### config.mk
export PLATFORM = sky130hd
export DESIGN_NAME = stack_memory_controller
export DESIGN_NICKNAME = d
export VERILOG_FILES = /design/src/rtl/stack_memory_controller.sv
export SDC_FILE = /design/constraint.sdc
export NUM_CORES = 1
export LEC_CHECK = 0
export ABC_AREA = 1
export CORE_ASPECT_RATIO = 0.8
export CORE_MARGIN = 2
export CORE_UTILIZATION = 46
export CTS_CLUSTER_DIAMETER = 200
export DETAILED_ROUTE_END_ITERATION = 6
export PLACE_DENSITY = 0.86
export SYNTH_ARGS = -nofsm -noshare
export SYNTH_HDL_FRONTEND = slang
export SYNTH_SLANG_ARGS = --single-unit
### constraint.sdc
create_clock -name clk -period 4.7 [get_ports clk]
set_input_delay 0.94 -clock clk [delete_from_list [all_inputs] [get_ports clk]]
set_output_delay 0.94 -clock clk [all_outputs]
set_load 0.02 [all_outputs]
### src/rtl/stack_memory_controller.sv
`timescale 1ns/1ps
// -----------------------------------------------------------------------------
// stack_memory_controller
//
// Memory-stage sequencer between the pipeline and a 2^NUM_OF_REGISTER x
// DATA_WIDTH data/stack memory. It owns the stack pointer (empty-descending:
// SP points at the next free word), executes single-cycle LOAD/STORE/PUSH/POP,
// and splits 32-bit CALL/RET program-counter transfers into two 16-bit memory
// accesses. A two-word transfer back-pressures the pipeline via op_ready.
//
// Optional feature macro: STACK_BOUNDS_CHECK_EN
//   defined   : PUSH/CALL past the bottom and POP/RET past the top are
//               rejected and reported on err_overflow / err_underflow.
//   undefined : no checks, SP wraps modulo 2^NUM_OF_REGISTER, err_* tied 0.
//
// Ports
//   clk, rst            clock; synchronous active-low reset
//   op_valid/op_ready   request handshake (accept on op_valid && op_ready)
//   op_code             0 NOP, 1 LOAD, 2 STORE, 3 PUSH, 4 POP, 5 CALL, 6 RET
//   op_addr, op_wdata   LOAD/STORE address, STORE/PUSH data
//   op_pc               CALL return address
//   rd_data/rd_valid    registered LOAD/POP result + one-cycle pulse
//   pc_out/pc_valid     registered RET target + one-cycle pulse
//   sp_out              current stack pointer
//   err_overflow/underflow  one-cycle reject pulses
//   mem_*               memory strobes/address/data; mem_read_data is
//                       combinational with respect to mem_address
// -----------------------------------------------------------------------------
module stack_memory_controller #(
  parameter int DATA_WIDTH      = 16,
  parameter int ADDR_WIDTH      = 32,
  parameter int NUM_OF_REGISTER = 11,
  parameter int SP_RESET        = 2**NUM_OF_REGISTER - 1
) (
  input  logic                       clk,
  input  logic                       rst,
  input  logic                       op_valid,
  output logic                       op_ready,
  input  logic [2:0]                 op_code,
  input  logic [ADDR_WIDTH-1:0]      op_addr,
  input  logic [DATA_WIDTH-1:0]      op_wdata,
  input  logic [ADDR_WIDTH-1:0]      op_pc,
  output logic [DATA_WIDTH-1:0]      rd_data,
  output logic                       rd_valid,
  output logic [ADDR_WIDTH-1:0]      pc_out,
  output logic                       pc_valid,
  output logic [NUM_OF_REGISTER-1:0] sp_out,
  output logic                       err_overflow,
  output logic                       err_underflow,
  output logic                       mem_write_enable,
  output logic                       mem_read_enable,
  output logic [ADDR_WIDTH-1:0]      mem_address,
  output logic [DATA_WIDTH-1:0]      mem_write_data,
  input  logic [DATA_WIDTH-1:0]      mem_read_data
);

  typedef logic [NUM_OF_REGISTER-1:0] sp_t;

  typedef enum logic [1:0] {
    IDLE    = 2'd0,
    CALL_LO = 2'd1,
    RET_HI  = 2'd2
  } state_e;

  typedef enum logic [2:0] {
    OP_NOP   = 3'd0,
    OP_LOAD  = 3'd1,
    OP_STORE = 3'd2,
    OP_PUSH  = 3'd3,
    OP_POP   = 3'd4,
    OP_CALL  = 3'd5,
    OP_RET   = 3'd6,
    OP_RSVD  = 3'd7
  } op_e;

  localparam int  SP_RESET_W = SP_RESET;
  localparam sp_t SP_RST     = SP_RESET_W[NUM_OF_REGISTER-1:0];
  localparam sp_t SP_ONE     = sp_t'(1);
  localparam sp_t SP_TWO     = sp_t'(2);

  // SP values go onto the wider memory address bus zero-extended.
  function automatic logic [ADDR_WIDTH-1:0] zext(input sp_t sp);
    return {{(ADDR_WIDTH-NUM_OF_REGISTER){1'b0}}, sp};
  endfunction

  // ---------------------------------------------------------------------------
  // State
  // ---------------------------------------------------------------------------
  state_e                state_q,     state_d;
  sp_t                   sp_q,        sp_d;
  logic [DATA_WIDTH-1:0] rd_data_q,   rd_data_d;
  logic                  rd_valid_q,  rd_valid_d;
  logic [ADDR_WIDTH-1:0] pc_out_q,    pc_out_d;
  logic                  pc_valid_q,  pc_valid_d;
  logic                  err_ovf_q,   err_ovf_d;
  logic                  err_unf_q,   err_unf_d;
  // Low half of the PC: latched from op_pc on CALL, from memory on RET.
  logic [DATA_WIDTH-1:0] lo_q,        lo_d;

  op_e  op;
  logic accept;
  logic ovf_hit;
  logic unf_hit;
  sp_t  sp_p1;
  sp_t  sp_p2;
  sp_t  sp_m1;

  assign op       = op_e'(op_code);
  assign op_ready = (state_q == IDLE) && rst;
  assign accept   = op_valid && op_ready;

  // SP arithmetic is modulo 2^NUM_OF_REGISTER by virtue of the sp_t width.
  assign sp_p1 = sp_q + SP_ONE;
  assign sp_p2 = sp_q + SP_TWO;
  assign sp_m1 = sp_q - SP_ONE;

  // ---------------------------------------------------------------------------
  // Bounds checks
  // ---------------------------------------------------------------------------
`ifdef STACK_BOUNDS_CHECK_EN
  always_comb begin
    ovf_hit = ((op == OP_PUSH) && (sp_q == '0)) ||
              ((op == OP_CALL) && (sp_q <= SP_ONE));
    unf_hit = ((op == OP_POP)  && (sp_q == SP_RST)) ||
              ((op == OP_RET)  && (sp_q >= SP_RST - SP_ONE));
  end
`else
  assign ovf_hit = 1'b0;
  assign unf_hit = 1'b0;
`endif

  // ---------------------------------------------------------------------------
  // Next-state, memory strobes and result capture
  // ---------------------------------------------------------------------------
  always_comb begin
    // NOTE: every signal written here gets a default first, so no path
    // through the case statements can leave one unassigned and infer a latch.
    state_d          = state_q;
    sp_d             = sp_q;
    rd_data_d        = rd_data_q;
    pc_out_d         = pc_out_q;
    lo_d             = lo_q;
    rd_valid_d       = 1'b0;
    pc_valid_d       = 1'b0;
    err_ovf_d        = 1'b0;
    err_unf_d        = 1'b0;
    mem_write_enable = 1'b0;
    mem_read_enable  = 1'b0;
    mem_address      = '0;
    mem_write_data   = '0;

    unique case (state_q)
      IDLE: begin
        if (accept) begin
          if (ovf_hit) begin
            // Rejected ops are consumed with no memory or SP side effects.
            err_ovf_d = 1'b1;
          end else if (unf_hit) begin
            err_unf_d = 1'b1;
          end else begin
            unique case (op)
              OP_LOAD: begin
                mem_read_enable = 1'b1;
                mem_address     = op_addr;
                rd_data_d       = mem_read_data;
                rd_valid_d      = 1'b1;
              end
              OP_STORE: begin
                mem_write_enable = 1'b1;
                mem_address      = op_addr;
                mem_write_data   = op_wdata;
              end
              OP_PUSH: begin
                mem_write_enable = 1'b1;
                mem_address      = zext(sp_q);
                mem_write_data   = op_wdata;
                sp_d             = sp_m1;
              end
              OP_POP: begin
                mem_read_enable = 1'b1;
                mem_address     = zext(sp_p1);
                rd_data_d       = mem_read_data;
                rd_valid_d      = 1'b1;
                sp_d            = sp_p1;
              end
              OP_CALL: begin
                // High half goes deeper in the stack so RET finds the low
                // half first at SP+1.
                mem_write_enable = 1'b1;
                mem_address      = zext(sp_q);
                mem_write_data   = op_pc[ADDR_WIDTH-1 -: DATA_WIDTH];
                lo_d             = op_pc[DATA_WIDTH-1:0];
                sp_d             = sp_m1;
                state_d          = CALL_LO;
              end
              OP_RET: begin
                // SP is left alone here; RET_HI still addresses from it.
                mem_read_enable = 1'b1;
                mem_address     = zext(sp_p1);
                lo_d            = mem_read_data;
                state_d         = RET_HI;
              end
              default: ;  // NOP and the reserved code do nothing
            endcase
          end
        end
      end

      CALL_LO: begin
        // Gating with rst keeps a reset in this cycle from writing the low
        // word; the flops below handle the rest of the abort.
        if (rst) begin
          mem_write_enable = 1'b1;
          mem_address      = zext(sp_q);
          mem_write_data   = lo_q;
        end
        sp_d    = sp_m1;
        state_d = IDLE;
      end

      RET_HI: begin
        if (rst) begin
          mem_read_enable = 1'b1;
          mem_address     = zext(sp_p2);
        end
        pc_out_d   = {mem_read_data, lo_q};
        pc_valid_d = 1'b1;
        sp_d       = sp_p2;
        state_d    = IDLE;
      end

      default: state_d = IDLE;
    endcase
  end

  // ---------------------------------------------------------------------------
  // Registers
  // ---------------------------------------------------------------------------
  // NOTE: rst is sampled only on the clock edge (synchronous reset), and all
  // state is updated with non-blocking assignments so every flop sees the
  // pre-edge values of its neighbours.
  always_ff @(posedge clk) begin
    if (!rst) begin
      state_q    <= IDLE;
      sp_q       <= SP_RST;
      rd_data_q  <= '0;
      rd_valid_q <= 1'b0;
      pc_out_q   <= '0;
      pc_valid_q <= 1'b0;
      err_ovf_q  <= 1'b0;
      err_unf_q  <= 1'b0;
      lo_q       <= '0;
    end else begin
      state_q    <= state_d;
      sp_q       <= sp_d;
      rd_data_q  <= rd_data_d;
      rd_valid_q <= rd_valid_d;
      pc_out_q   <= pc_out_d;
      pc_valid_q <= pc_valid_d;
      err_ovf_q  <= err_ovf_d;
      err_unf_q  <= err_unf_d;
      lo_q       <= lo_d;
    end
  end

  assign rd_data       = rd_data_q;
  assign rd_valid      = rd_valid_q;
  assign pc_out        = pc_out_q;
  assign pc_valid      = pc_valid_q;
  assign sp_out        = sp_q;
  assign err_overflow  = err_ovf_q;
  assign err_underflow = err_unf_q;

endmodule

==> metrics.yaml <==
sta:
  max_slew.worst_pin.slew_ns: 0.770
  clock_skew_after_layout_ns: 0.00722
  final_count_of_hold_timing_violations: 0
  timing.slew.headroom_pct: 48.6
  total_of_endpoints_with_negative_setup_slack_in_the_final_report: 0
  maxClockFrequency_mhz: 228
  share_of_the_clock_period_used_by_the_worst_path_after_layout_pct: 93.3
  tns_ns: 0
  fin_crit_ns: 4.39
  setup_ws_ns: 0.313
  grt_setup_unrepaired: "no"
  drv_slew: 0
floorplan:
  design.die.area_sq_mm: 0.0117
  floorplan.rows: 33
  die_h_um: 97.1
  io_pins: 216
  floorplan.die.width_um: 120
  design.core.area_sq_mm: 0.0104
  initial_core_util_pct: 47.9
detailed_routing:
  vias: 6056
  route.detailed.wl_per_inst_um: 17.1
  detailedRoute.firstIterationViolations: 609
  drc_errors: 0
  detailedRoute.firstPassIterationCount: 6
  drtAntennaViolNets: 0
  routed_wl_um: 18900
  post_detailed_route_via_to_cell_ratio: 5.50
worst_setup_path:
  startpoint_type: "primary input"
  r2r.worst_path.cells: 8
  cp-end-kind: "primary output"
  delay_of_the_slowest_cell_on_the_worst_path_ns: 0.68
  slowest_stage: "clkdlybuf4s50_1"
  ff2ff_setup_slack_ns: 2.56
  critPathArrivalTime_ns: 3.45
  r2r-end: "lo_q[5]"
  critical_path.max_fanout: 21
  critPathKind: "primary input to primary output"
  required_ns: 3.76
  critical_path.reg2reg.startpoint: "state_q[0]"
  cp_cell_sequence: "clkdlybuf4s50_1 -> nand2_4 -> o21ai_2 -> buf_4 -> nand2_1 -> nor2_1 -> clkdlybuf4s50_1"
  timing.critical_path.mode_cell: "clkdlybuf4s50_1"
synthesis:
  synth-seq-cells: 79
  yosys.cell_count.top_type: "nand2_1"
  post_synth.cell_area_avg_sq_um: 6.45
  synth_cell_type_count: 38
  post_syn_instances: 773
  synthesis.area_sq_mm: 0.00498
  synth-edff-count: 0
  yosys_warnings: 0
  fraction_of_synthesized_cell_area_taken_by_the_top_area_cell_type_pct: 31.7
  synth-async-reset-ratio_pct: 0
  yosys.area.top_type: "dfxtp_1"
  synth_area_leaders: "dfxtp_1, nand3_1, nand2_1"
  ys_seq_area_share_pct: 31.7
  dominantRegCellSynth: "dfxtp_1"
  ys_top_cells_by_count: "nand2_1, nand3_1, o21ai_0"
clock_network:
  cts.reportedPaths.clkPinSlew_ns: 0.06
  cts_root_buffer: "clkbuf_16"
  post_cts_buffers: 0
  ctsLongestPathBuffers: 2
  cts_tree: "built"
  cts_sinks: 79
  cts-hold-fix-buffers: 0
  cts_made_buffers: 9
  cts_resized: 0
  htree_levels: 3
  worst_skew_pair_latency_ns: 0.35
placement:
  postPlaceCellArea_sq_mm: 0.00710
  gp_routability_congestion: 0.993
  dpl.hpwl_um: 14100
  port-buffer-count: 213
  setup_slack_at_placement_ns: 0.346
min_path:
  hold-path-cell-count: 2
  min_path_type: "flop to flop"
  hold_end: "pc_out[10]"
  hold_start: "pc_out[10]"
global_routing:
  number_of_antenna_violations_at_the_first_check_in_global_routing: 0
  globalRouteTotalUtil_pct: 31.7
  grt_start_max_net_pins: 38
  globalRouteOverflowTotal: 0
  first_global_vias: 5481
  wire_length_of_the_first_global_routing_pass_um: 29500
cells_and_area:
  layout.filler_cells: 887
  layout.cell_area.non_filler_sq_mm: 0.00739
  fin_nets: 1067
  combined_flip_flop_and_latch_cell_area_sq_mm: 0.00158
  layout-area-overhead-vs-synth_pct: 48.3
  fraction_of_layout_cells_with_a_size_suffix_above_1_pct: 5.83
  antenna-diode-count: 0
  multiInputGateArea_sq_mm: 0.00286
power:
  p_leak_uw: 0.00322
  cellPowerDensity_mw_per_mm2: 266
  irDropWorstVdd_mv: 0.251
outcome:
  outcome: "complete, no violations"
run:
  max_cap_viol_count: 0
-- worst max-delay path by stage --
stage / from / to / cells after the start
4_1_cts: op_code[1] / mem_address[13] / 7
5_1_grt: op_code[1] / mem_address[8] / 10
3_3_place_gp: op_code[1] / mem_address[8] / 10
6_report: op_code[1] / mem_address[13] / 7
2_1_floorplan: rst / mem_address[6] / 8
3_5_place_dp: op_code[1] / mem_address[13] / 7
-- per-stage QoR --
stage / hold WS [ns] / power (uW) / util (%) / instances
after detailed placement: 0.481 / 1270 / 68.2 / 1085
final: 0.499 / 1960 / 71.0 / 1101
after floorplan: 0.473 / 1050 / - / 774
after global routing: 0.531 / 2050 / 71.0 / 1101
after CTS: 0.499 / 1960 / 71.0 / 1101
after global placement: 0.476 / 1270 / 68.2 / 1085
-- cell families (layout without fill, tap and decap cells) --
logic type	Yosys count	after routing	synth area share, %
DFF	79	79	31.7
adders and majority gates	9	9	2.26
buffers and inverters	124	311	11.0
and+or+nand+nor	365	365	32.9
xor gates and xnor gates	9	9	1.58
AOI/OAI and AO/OA	186	186	20.4
other	1	2	0.0752
-- layer usage --
| layer | vias to the layer above | GRT usage [%] | wire, um |
|---|---|---|---|
| li1 | 2945 | - | - |
| met1 | 2749 | 44.7 | 8120 |
| met2 | 331 | 46.5 | 8120 |
| met3 | 31 | 8.69 | 2180 |
| met4 | 0 | 11.0 | 434 |
| met5 | - | 0 | 0 |
-- registers in the layout (all words and copies together) (netlist names) --
register  flops
sp_out       11
rd_valid      1
state_q       2
pc_out       32
lo_q         16
rd_data      16
pc_valid      1
-- report_power, final --
group / switching, uW / leakage [uW] / internal, uW
logic: 312 / 0.00244 / 231
registers: 33.6 / 0.000641 / 695
clock network: 317 / 0.000143 / 375
total: 663 / 0.00322 / 1300
-- placed cells by master (no fill, tap or decap), types with 10 or more instances in the layout --
cell and instances:
nand3_1 123, buf_4 10, nor2_1 58, o21ai_0 87, inv_1 59, a31oi_1 17, clkdlybuf4s50_1 212, a21oi_1 59
nand2_1 160, dfxtp_1 79
-- critical path, delay by kind of cell --
| family | cells | cell delay [ns] |
|---|---|---|
| compound gates | 1 | 0.54 |
| buf+inv | 3 | 1.65 |
| simple gates | 3 | 0.30 |
-- layout make-up --
type,count,share of cell area (%)
inverters,72,3.76
flip-flops and latches,79,21.4
clock buffers,9,3.05
repair buffers,223,29.8
multi-input cells,571,38.7
well taps,140,2.37
clock inverters,7,0.914
Note: power is estimated with default switching activity, not from simulation.
